===== config.mk =====
export PLATFORM = sky130hd
export DESIGN_NAME = pcs_transmit_code_group
export DESIGN_NICKNAME = d
export VERILOG_FILES = /design/src/rtl/pcs_transmit_code_group.sv
export SDC_FILE = /design/constraint.sdc
export NUM_CORES = 1
export LEC_CHECK = 0
export ABC_AREA = 1
export BUFFER_PORTS_ARGS = -buffer_cell sky130_fd_sc_hd__buf_2
export CAP_MARGIN = 30
export CORE_UTILIZATION = 40
export DETAILED_ROUTE_END_ITERATION = 6
export GPL_TIMING_DRIVEN = 1
export PLACE_DENSITY = 0.61
export SLEW_MARGIN = 20
export SYNTH_ARGS = -nofsm -noshare
export SYNTH_HDL_FRONTEND = slang
export SYNTH_SLANG_ARGS = --single-unit

===== constraint.sdc =====
create_clock -name clock -period 8.6 [get_ports clock]
set_input_delay 1.72 -clock clock [delete_from_list [all_inputs] [get_ports clock]]
set_output_delay 1.72 -clock clock [all_outputs]
set_load 0.01 [all_outputs]

===== src/rtl/pcs_transmit_code_group.sv =====
// 1000BASE-X PCS transmit: turns GMII octets into one 8b/10b code-group per clock,
// inserting idle ordered sets, /S/ /T/ /R/ /V/ and tracking running disparity.
module pcs_transmit_code_group (
    input  logic       clock,
    input  logic       mr_main_reset,
    input  logic       tx_en,
    input  logic       tx_er,
    input  logic [7:0] txd,
    output logic [9:0] tx_code_group,
    output logic       tx_even,
    output logic       tx_disparity
);
    localparam int unsigned CG_W = 10;

    // Special code-groups, abcdei fghj, for RD- and RD+ entry disparity
    localparam logic [CG_W-1:0] K28_5_N = 10'b0011111010;
    localparam logic [CG_W-1:0] K28_5_P = 10'b1100000101;
    localparam logic [CG_W-1:0] D5_6    = 10'b1010010110;
    localparam logic [CG_W-1:0] D16_2_P = 10'b1001000101;
    localparam logic [CG_W-1:0] K27_7_N = 10'b1101101000;
    localparam logic [CG_W-1:0] K27_7_P = 10'b0010010111;
    localparam logic [CG_W-1:0] K29_7_N = 10'b1011101000;
    localparam logic [CG_W-1:0] K29_7_P = 10'b0100010111;
    localparam logic [CG_W-1:0] K23_7_N = 10'b1110101000;
    localparam logic [CG_W-1:0] K23_7_P = 10'b0001010111;
    localparam logic [CG_W-1:0] K30_7_N = 10'b0111101000;
    localparam logic [CG_W-1:0] K30_7_P = 10'b1000010111;

    typedef enum logic [2:0] {
        ST_IDLE_K,
        ST_IDLE_D,
        ST_DATA,
        ST_END_R1,
        ST_END_R2
    } state_t;

    state_t state;
    logic   force_idle;

    // 5b/6b sub-block: table holds the RD- form; RD+ complements unbalanced codes and D.7
    function automatic logic [5:0] enc_5b6b(input logic [4:0] x, input logic rd);
        logic [5:0] c;
        c = 6'b000000;
        case (x)
            5'd0:  c = 6'b100111;
            5'd1:  c = 6'b011101;
            5'd2:  c = 6'b101101;
            5'd3:  c = 6'b110001;
            5'd4:  c = 6'b110101;
            5'd5:  c = 6'b101001;
            5'd6:  c = 6'b011001;
            5'd7:  c = 6'b111000;
            5'd8:  c = 6'b111001;
            5'd9:  c = 6'b100101;
            5'd10: c = 6'b010101;
            5'd11: c = 6'b110100;
            5'd12: c = 6'b001101;
            5'd13: c = 6'b101100;
            5'd14: c = 6'b011100;
            5'd15: c = 6'b010111;
            5'd16: c = 6'b011011;
            5'd17: c = 6'b100011;
            5'd18: c = 6'b010011;
            5'd19: c = 6'b110010;
            5'd20: c = 6'b001011;
            5'd21: c = 6'b101010;
            5'd22: c = 6'b011010;
            5'd23: c = 6'b111010;
            5'd24: c = 6'b110011;
            5'd25: c = 6'b100110;
            5'd26: c = 6'b010110;
            5'd27: c = 6'b110110;
            5'd28: c = 6'b001110;
            5'd29: c = 6'b101110;
            5'd30: c = 6'b011110;
            5'd31: c = 6'b101011;
        endcase
        if (rd && (($countones(c) != 3) || (x == 5'd7)))
            c = ~c;
        return c;
    endfunction

    // 3b/4b sub-block selected by the RD left after the 6b part; A7 avoids run-length-5 sequences
    function automatic logic [3:0] enc_3b4b(input logic [2:0] y, input logic [4:0] x, input logic rd);
        logic [3:0] c;
        logic       alt;
        alt = rd ? ((x == 5'd11) || (x == 5'd13) || (x == 5'd14))
                 : ((x == 5'd17) || (x == 5'd18) || (x == 5'd20));
        c = 4'b0000;
        case (y)
            3'd0: c = 4'b1011;
            3'd1: c = 4'b1001;
            3'd2: c = 4'b0101;
            3'd3: c = 4'b1100;
            3'd4: c = 4'b1101;
            3'd5: c = 4'b1010;
            3'd6: c = 4'b0110;
            3'd7: c = alt ? 4'b0111 : 4'b1110;
        endcase
        if (rd && (($countones(c) != 2) || (y == 3'd3)))
            c = ~c;
        return c;
    endfunction

    function automatic logic [CG_W-1:0] enc_data(input logic [7:0] d, input logic rd);
        logic [5:0] c6;
        logic       rd_mid;
        int         n6;
        c6     = enc_5b6b(d[4:0], rd);
        n6     = $countones(c6);
        rd_mid = (n6 > 3) ? 1'b1 : ((n6 < 3) ? 1'b0 : rd);
        return {c6, enc_3b4b(d[7:5], d[4:0], rd_mid)};
    endfunction

    // Pair a code-group with the running disparity it leaves behind
    function automatic logic [CG_W:0] emit(input logic [CG_W-1:0] cg, input logic rd);
        int n;
        n = $countones(cg);
        return {((n > 5) ? 1'b1 : ((n < 5) ? 1'b0 : rd)), cg};
    endfunction

    function automatic logic [CG_W-1:0] pick(input logic [CG_W-1:0] neg, input logic [CG_W-1:0] pos,
                                             input logic rd);
        return rd ? pos : neg;
    endfunction

    // Ordered-set sequencer; force_idle guarantees a K28.5 after reset and after every /R/
    always_ff @(posedge clock or posedge mr_main_reset) begin
        if (mr_main_reset) begin
            state         <= ST_IDLE_K;
            force_idle    <= 1'b1;
            tx_code_group <= '0;
            tx_even       <= 1'b0;
            tx_disparity  <= 1'b0;
        end else begin
            tx_even <= ~tx_even;
            case (state)
                ST_IDLE_K: begin
                    force_idle <= 1'b0;
                    if (tx_en && !tx_er && !force_idle) begin
                        {tx_disparity, tx_code_group} <= emit(pick(K27_7_N, K27_7_P, tx_disparity), tx_disparity);
                        state <= ST_DATA;
                    end else begin
                        {tx_disparity, tx_code_group} <= emit(pick(K28_5_N, K28_5_P, tx_disparity), tx_disparity);
                        state <= ST_IDLE_D;
                    end
                end
                ST_IDLE_D: begin
                    // RD+ here means the K28.5 started at RD-, so /I2/ restores RD-
                    {tx_disparity, tx_code_group} <= emit(pick(D5_6, D16_2_P, tx_disparity), tx_disparity);
                    state <= ST_IDLE_K;
                end
                ST_DATA: begin
                    if (!tx_en) begin
                        {tx_disparity, tx_code_group} <= emit(pick(K29_7_N, K29_7_P, tx_disparity), tx_disparity);
                        state <= ST_END_R1;
                    end else if (tx_er) begin
                        {tx_disparity, tx_code_group} <= emit(pick(K30_7_N, K30_7_P, tx_disparity), tx_disparity);
                    end else begin
                        {tx_disparity, tx_code_group} <= emit(enc_data(txd, tx_disparity), tx_disparity);
                    end
                end
                ST_END_R1: begin
                    {tx_disparity, tx_code_group} <= emit(pick(K23_7_N, K23_7_P, tx_disparity), tx_disparity);
                    // tx_even still holds the previous slot, so low means this /R/ is even
                    if (!tx_even) begin
                        state <= ST_END_R2;
                    end else begin
                        state      <= ST_IDLE_K;
                        force_idle <= 1'b1;
                    end
                end
                ST_END_R2: begin
                    {tx_disparity, tx_code_group} <= emit(pick(K23_7_N, K23_7_P, tx_disparity), tx_disparity);
                    state      <= ST_IDLE_K;
                    force_idle <= 1'b1;
                end
                default: state <= ST_IDLE_K;
            endcase
        end
    end

endmodule


After elaboration in Yosys (flattened, before gate mapping)
Memories as Yosys holds them, arrays and structs flattened.
Index checks and enable logic that the tools add are counted.
{"block": "totals", "ff_bits": 16, "mem_bits_ro": 192, "inputBits": 12, "output_inout_bits": 12, "wordCells": 198, "mem_count": 1}
{"name": "(name not given)", "words": 32, "width": 6, "read_ports": 1, "rd_ports_with_merged_regs": 0, "write_ports": 0, "line_no": "44", "source": "case (x)"}
{"block": "op_classes", "addsub": 72, "n_lt_le_gt_ge": 16, "n_eq_ne": 29, "n_mux": 53, "n_bitwise": 3, "reduce_logical": 19}
{"cell": "$mux 10", "count": 8}
{"cell": "$add 1x1->2", "count": 39}
{"cell": "$add 2x2->3", "count": 16}
{"cell": "$mux 6", "count": 7}
{"cell": "$pmux 10 s4", "count": 1}
{"cell": "$add 4x2->5", "count": 7}
{"cell": "$gt 5x3->1 const B", "count": 7}
{"cell": "$lt 5x3->1 const B", "count": 7}
{"cell": "$add 32x32->32", "count": 1}
{"cell": "$gt 32x3->1 const B", "count": 1}
{"cell": "$lt 32x3->1 const B", "count": 1}
{"cell": "$mux 4", "count": 8}
{"cell": "$pmux 4 s8", "count": 1}
{"cell": "$add 3x3->4", "count": 7}
{"cell": "$mux 1", "count": 21}
{"cell": "$eq 3x3->1 const B", "count": 5}
{"cell": "$eq 5x4->1 const B", "count": 3}
{"cell": "$eq 5x5->1 const B", "count": 3}
{"cell": "$eq 3x2->1 const B", "count": 4}
{"cell": "$ne 4x4->1 const B", "count": 3}
{"cell": "$ne 5x5->1 const B", "count": 2}
{"cell": "$pmux 3 s3", "count": 1}
{"cell": "$mux 8", "count": 1}
{"cell": "$reduce_and 8->1", "count": 1}
{"cell": "other kinds (24)", "count": 37}

Longest topological paths before layout
Gate-level depths: netlist of the first run.
An unclocked memory read counts as a cell.
{"block": "logic_depth", "depth_word": 45, "depth_mapped": 62, "depth_no_buf": 62}

Worst setup path before layout of the first run
OpenSTA, ideal clock, no wires.
{"block": "synth_timing", "path_type": "input to register", "from": "input txd[0]", "to": "register tx_disparity", "setup_time_ns": 0.077, "t_arrival_ns": 10.072, "required_time_ns": 8.523, "setup_slack_ns": -1.550, "stages": 56, "path_cell_list": "inv_1 ha_1 inv_1 nand2_1 nand2_1 nor2_1 o21ai_1 nand2_1 fa_1 inv_1 fa_1 inv_1 ha_1 inv_1 fa_1 nor2_1 nand2_1 nand2_2 [20 not listed] o211ai_1 nand2_2 inv_1 nand3_1 nand2_1 ha_1 inv_1 fa_1 inv_1 ha_1 inv_1 fa_1 nand3_1 nor2_1 a21oi_1 o21ai_0 nor2_1 a21oi_1"}
{"block": "synth_via", "elab_chain_cells": 44, "elab_cells_between_ends": 67, "classes_between": "18 x add/sub; 4 x order compare; 10 x eq/ne; 23 x mux; 2 x bitwise; 9 x reduce/logical; 1 x memory"}
{"element": "start: declaration", "line_no": "8", "source": "input logic [7:0] txd,"}
{"element": "$mem_v2 32x6"}
{"element": "$mux 6", "line_no": "157", "source": "end else if (tx_er) begin"}
{"element": "$mux 6", "line_no": "154", "source": "if (!tx_en) begin"}
{"element": "$mux 6", "line_no": "137", "source": "case (state)"}
{"element": "$add 1x1->2 (not written as such)", "line_no": "78", "source": "if (rd && (($countones(c) != 3) || (x == 5'd7)))"}
{"element": "$add 2x2->3 (not written as such)", "line_no": "78"}
{"element": "$add 3x2->4 (not written as such)", "line_no": "78"}
{"element": "$ne 4x2->1", "line_no": "78"}
{"element": "[28 not listed]"}
{"element": "$add 2x2->3 (not written as such)", "line_no": "118", "source": "n = $countones(cg);"}
{"element": "$add 3x3->4 (not written as such)", "line_no": "118"}
{"element": "$add 4x2->5 (not written as such) *", "line_no": "118"}
{"element": "$gt 5x3->1", "line_no": "119", "source": "return {((n > 5) ? 1'b1 : ((n < 5) ? 1'b0 : rd)), cg};"}
{"element": "$mux 1", "line_no": "119"}
{"element": "$mux 1", "line_no": "157"}
{"element": "$mux 1", "line_no": "154"}
{"element": "$pmux 1 s4", "line_no": "137"}
{"element": "end signal: assignment", "line_no": "155", "source": "{tx_disparity, tx_code_group} <= emit(pick(K29_7_N, K29_7_P, tx_disparity), tx_disparity);"}
{"element": "end signal: assignment", "line_no": "158", "source": "{tx_disparity, tx_code_group} <= emit(pick(K30_7_N, K30_7_P, tx_disparity), tx_disparity);"}
{"element": "end signal: assignment", "line_no": "160", "source": "{tx_disparity, tx_code_group} <= emit(enc_data(txd, tx_disparity), tx_disparity);"}
{"element": "end: declaration", "line_no": "11", "source": "output logic tx_disparity"}
Every way passes the cells marked *; elsewhere a longest branch is shown, timed or not. The select of a mux whose other input is x is not followed.
A chain may end at the register's enable or synchronous reset.

Worst setup path in the final report of the first run
{"block": "layout_timing", "from": "input txd[1]", "to": "register tx_disparity"}
The elaborated chain is that of the path after synthesis.

==> results of run 1 <==
-- per-stage QoR --
step	util	setup WS [ns]	hold WS (ns)	instance area, um2	power [mW]
after global routing	0.6843	-1.788	0.4649	3791	2.065
after detailed placement	0.5820	-1.857	0.4343	3224	1.498
after global placement	0.5820	-1.700	0.4328	3224	1.472
after floorplan	-	-1.172	0.4657	2475	1.060
after CTS	0.6561	-1.284	0.4424	3635	1.678
final	0.6843	-1.404	0.4393	3791	1.856
-- worst register-to-register path, delay by kind of cell, from the launching register on --
family                   cells  cell delay [ns]
AO/OA/AOI/OAI                5             0.56
adder cells (fa/ha/maj)     11             3.49
buffers and inverters        7             0.35
flip-flops                   1             0.53
AND/OR/NAND/NOR             17             1.37
-- cell type report --
type / count / area, um2
fill: 469 / 1749
tap: 72 / 90.09
timing repair buffer: 145 / 1086
inverter: 61 / 266.5
sequential: 16 / 401.6
clock buffer: 4 / 55.05
multi-input combinational: 267 / 1892
-- power breakdown --
group / switching, mW / internal (mW)
Combinational: 0.818 / 0.823
Sequential: 0.0304 / 0.117
Clock: 0.0274 / 0.0406
-- worst max-delay path by stage --
stage | endpoint | from | slack (ns)
floorplan | tx_disparity | txd[1] | -1.17
global placement | tx_disparity | txd[1] | -1.70
detailed placement | tx_disparity | txd[1] | -1.86
CTS | tx_disparity | txd[1] | -1.28
global route | tx_disparity | txd[1] | -1.79
finish | tx_disparity | txd[1] | -1.40
-- cells by family (layout without fill, tap and decap cells) --
family,Yosys count,count (layout),share of synthesized area
AO/OA/AOI/OAI,50,50,0.1406
XOR/XNOR,6,6,0.02263
adder cells (fa/ha/maj),35,35,0.2144
buffers and inverters,64,210,0.1153
flip-flops,16,16,0.1730
AND/OR/NAND/NOR,176,176,0.3341
-- per-layer routing --
| metal | vias to the layer above | GRT usage | part of all wire |
|---|---|---|---|
| li1 | 1391 | - | - |
| met1 | 1250 | 0.3125 | 0.46 |
| met2 | 40 | 0.4158 | 0.50 |
| met3 | 8 | 0.03023 | 0.029 |
| met4 | 0 | 0.03333 | 0.012 |
| met5 | - | 0 | 0 |
-- Yosys cell counts, drive strengths merged --
cell type,number
nand2,106
inv,59
nor2,40
ha,27
nand3,24
o21ai,18
a21oi,17
dfrtp,15
fa,8
o211ai,7
nor3,5
xor2,5
o21bai,4
buf,3
clkinv,2
o22ai,2
a211oi,1
dfstp,1
nor4,1
o221ai,1
xnor2,1
-- registers in the layout, summed over array words and instances, names as in the netlist --
| register | count |
|---|---|
| tx_disparity | 1 |
| tx_even | 1 |
| state | 3 |
| tx_code_group | 10 |
| force_idle | 1 |
-- what timing repair did --
action / in CTS / in global routing
buffers inserted: 40 / 5
pin swaps: 29 / 22
setup endpoints to repair: 2 / 5
gates resized for setup: 16 / 35
==> results.md, run 1 <==
* Max incr delay on CP at between 0.5 and 0.6 ns
* Result of the run: finished with violations
* Final Hold Fails at 0
* Layout Nets at around 540
* Most frequent cells in the layout: buf_4, nand2_1, inv_1
* Root cell of the clock tree: clkbuf_8
* Flops & latches, synth at 16
* Via count at 2689
* Reg2reg end: tx_disparity
* Antenna-violating nets left at 0
* Final Cycle Share at 1.163
* Crit path DAT at roughly 10 ns
* Min Tclk post-route at around 10 ns
* Row cnt at 27
* Antenna fix cells at 0
* CP required at just under 9 ns
* # IOs at 24
* F_max at between 0.09 and 0.1 GHz
* Reg2Reg Depth at 40
* First-pass GRT wire length at between 10 and 15 mm
* Slowest cell on crit path: fa_2
* WS Path Type: input port to flop
* Fraction of layout instances using a drive strength above 1 at 0.4767
* Pin count of the biggest net entering global routing at 17
* Placed instance count at 516
* Critical Path Source Type: input port
* Cells after Synth at 347
* Max clock buf depth at 2
* Clk_lat worst skew at 0.25 ns
* Seq/Total Area, Yosys at 0.1730
* Most common cell after layout, fill and taps aside: buf_4
* Hold path cells at 1
* Synth cell types at 38
* H-tree depth at 1
* Drt pass-1 iters at 4
* Vias per cell at between 4 and 5
* Worst Tran Pin Value at about 0.62 ns
* Post-Syn Area at around 0.0023 mm2
* Total Die Area at 0.006114 mm2
* R2R Setup Slk at between 2 and 2.5 ns
* Clock Sinks at 16
* Core Region at 0.005540 mm2
* Syn_area_per_cell at around 6.7 um2
* Yosys warns at 0
* Clock Pin Slew Worst Setup and Hold Paths at 0.07 ns
* Initial antenna violation count at 0
* Top cell by count, worst path: buf_4
* Largest delay share family, worst path: adder cells
* Routability congestion estimate at between 0.8 and 0.9
* GRT Total Usage at 0.2358
* Hold endpoint: tx_even
* Largest fanout on the critical path at 4
* Die width at between 70 and 80 um
* CP endpoint kind: flop
* Yosys top cell by area: dfrtp_1
* Stages on worst setup path at 62
* Clock Skews at roughly 0.0024 ns
* Setup ws final at -1.404 ns
* Number of remaining DRC errors at 0
* HPWL after DPL at around 4.8 mm
* Post-DR wirelength/cell at around 12 um
* Min-delay worst type: flop to flop
* Synth area leaders: dfrtp_1, nand2_1, ha_1
* Failing checks: negative setup slack
* Maximum VDD drop at approximately 0.46 mV
* Global route overflow at 0
* # setup viols final at 3
* CTS tree: done
* Max-slew headroom at 0.5862
* Slew Viols, Final at 0
* RSZ-0062 raised after global routing: yes
* Post-synth top area share at 0.1616
* PwrDens at 489.6 mW/mm2
* HP Start: tx_even
* Non-Filler Instances at ~570
* P&R area growth vs syn at 63.25%
* Post-CTS Hold Buffers at 0
* Final WL at around 6.8 mm
* Die Ht at a little under 80 um
* Vias in the first global route at roughly 2700
* Cts bufs inserted at 3
* Port bufs at 23
* P_leak at 1.984 nW
* Crit path buffers/inverters at 25
* Max Cap Violations at 0
* DRT iter0 DRCs at about 120
* Post-synth net total at ~390
* Sum Neg Setup Slack at -1.764 ns
* Starting density of the core at 0.4192
* Worst reg2reg startpoint: tx_disparity
No activity file was read; power rests on OpenSTA's default activity.
==> inputs of run 2 (changes only) <==
Settings changed: PLACE_DENSITY 0.61 to 0.54.
Clock period 8.6 ns to 12.65 ns, I/O delays scaled along.
==> results.md, run 2 (same netlist as run 1, synthesis figures left out) <==
* Die Ht at ~78 um
* Util after Layout at 0.4589
* Top cell by count, worst path: inv_1
* GRT Total Usage at 0.1877
* Number of remaining DRC errors at 0
* Drt pass-1 iters at 4
* Layout Nets at approximately 420
* Cts bufs inserted at 3
* Setup crit start: txd[0]
* Clock Pin Slew Worst Setup and Hold Paths at roughly 0.07 ns
* Clock Skews at around 0.0054 ns
* Starting density of the core at 0.4192
* Worst reg2reg startpoint: tx_disparity
* Clock Sinks at 16
* Max reg flops at 10
* HPWL after DPL at around 4.4 mm
* First-pass GRT wire length at between 9 and 10 mm
* Most frequent cells in the layout: nand2_1, inv_1, nor2_1
* HP Start: tx_even
* Post-CTS Setup Repair Bufs at 0
* CP required at around 13 ns
* Most flops, register: tx_code_group
* Fillers at 625
* Slowest cell on crit path: fa_1
* Largest fanout on the critical path at 6
* Row cnt at 27
* Clk_lat worst skew at approximately 0.25 ns
* Root cell of the clock tree: clkbuf_8
* Final Hold Fails at 0
* WS Path Type: input port to flop
* Min-delay worst type: flop to flop
* Routability congestion estimate at 0.8027
* Vias in the first global route at 2045
* Max clock buf depth at 2
* F_max at 0.08552 GHz
* Port bufs at 23
* Post-CTS Hold Buffers at 0
* Via count at 2147
* Top Registers: tx_code_group (10), state (3)
* Max Cap Violations at 0
* Max incr delay on CP at 0.55 ns
* Initial antenna violation count at 0
* Sum Neg Setup Slack at 0 ns
* Min Tclk post-route at ~12 ns
* Resized Gates After CTS at 0
* DRT iter0 DRCs at between 80 and 90
* Slew Viols, Final at 0
* Result of the run: complete, no violations
* CTS tree: done
* Final Cycle Share at 0.9244
* Final WL at about 5.3 mm
* Setup ws final at roughly 0.96 ns
* Critical Path Source Type: input port
* Antenna fix cells at 0
* Pre-CTS WS at between 0.7 and 0.8 ns
* Max-slew headroom at 0.5634
* Core Region at 0.005540 mm2
* P&R area growth vs syn at 9.483%
* # IOs at 24
* Total Die Area at between 0.006 and 0.007 mm2
* Fraction of layout instances using a drive strength above 1 at 0.1644
* Crit path DAT at between 10 and 15 ns
* Antenna-violating nets left at 0
* Vias per cell at around 4.8
* # setup viols final at 0
* Global route overflow at 0
* RSZ-0062 raised after global routing: no
* Pin count of the biggest net entering global routing at 17
* Die width at 78.20 um
* H-tree depth at 1
* CP endpoint kind: flop
* Post-DR wirelength/cell at between 10 and 15 um
* Most common cell after layout, fill and taps aside: nand2_1
* Worst Tran Pin Value at ~0.65 ns
-- run 2: per-layer routing --
metal,share of wire,GRT usage
met1,0.52,0.2783
met2,0.45,0.3018
met3,0.032,0.02791
met4,0,0.005556
met5,0,0
-- run 2: stage by stage --
step           std cells  hold slack (ns)  instance area [um2]
6_report             443           0.4439                 2542
3_3_place_gp         439           0.4327                 2497
3_5_place_dp         439           0.4413                 2497
4_1_cts              443           0.4526                 2542
2_1_floorplan        347           0.4657                 2322
5_1_grt              443           0.4626                 2542
-- run 2: cell type report --
type / count / area [um2] / share of cell area
clock buffer: 4 / 45.04 / 0.01772
multi-input combinational: 267 / 1653 / 0.6501
inverter: 61 / 237.7 / 0.09350
timing repair buffer: 23 / 115.1 / 0.04528
tap: 72 / 90.09 / 0.03543
sequential: 16 / 401.6 / 0.1580
-- run 2: worst paths after layout --
kind	to	slack [ns]	cells after the start
worst max-delay path	tx_disparity	0.96	58
worst min-delay path	tx_even	0.44	1
worst max register to register	tx_disparity	5.75	40
worst min register to register	tx_even	0.44	1
max in group asynchronous	state[0]	9.87	2
min in group asynchronous	tx_code_group[3]	2.35	2
-- run 2: critical path: cells and delay by family --
family | cells | cell delay, ns
buffers and inverters | 13 | 0.98
AO/OA/AOI/OAI | 6 | 0.84
AND/OR/NAND/NOR | 23 | 1.97
adder cells (fa/ha/maj) | 16 | 5.51
Power of run 2 is not shown: default switching activity piles up to over one toggle a cycle in this logic, so the estimate is an artifact.
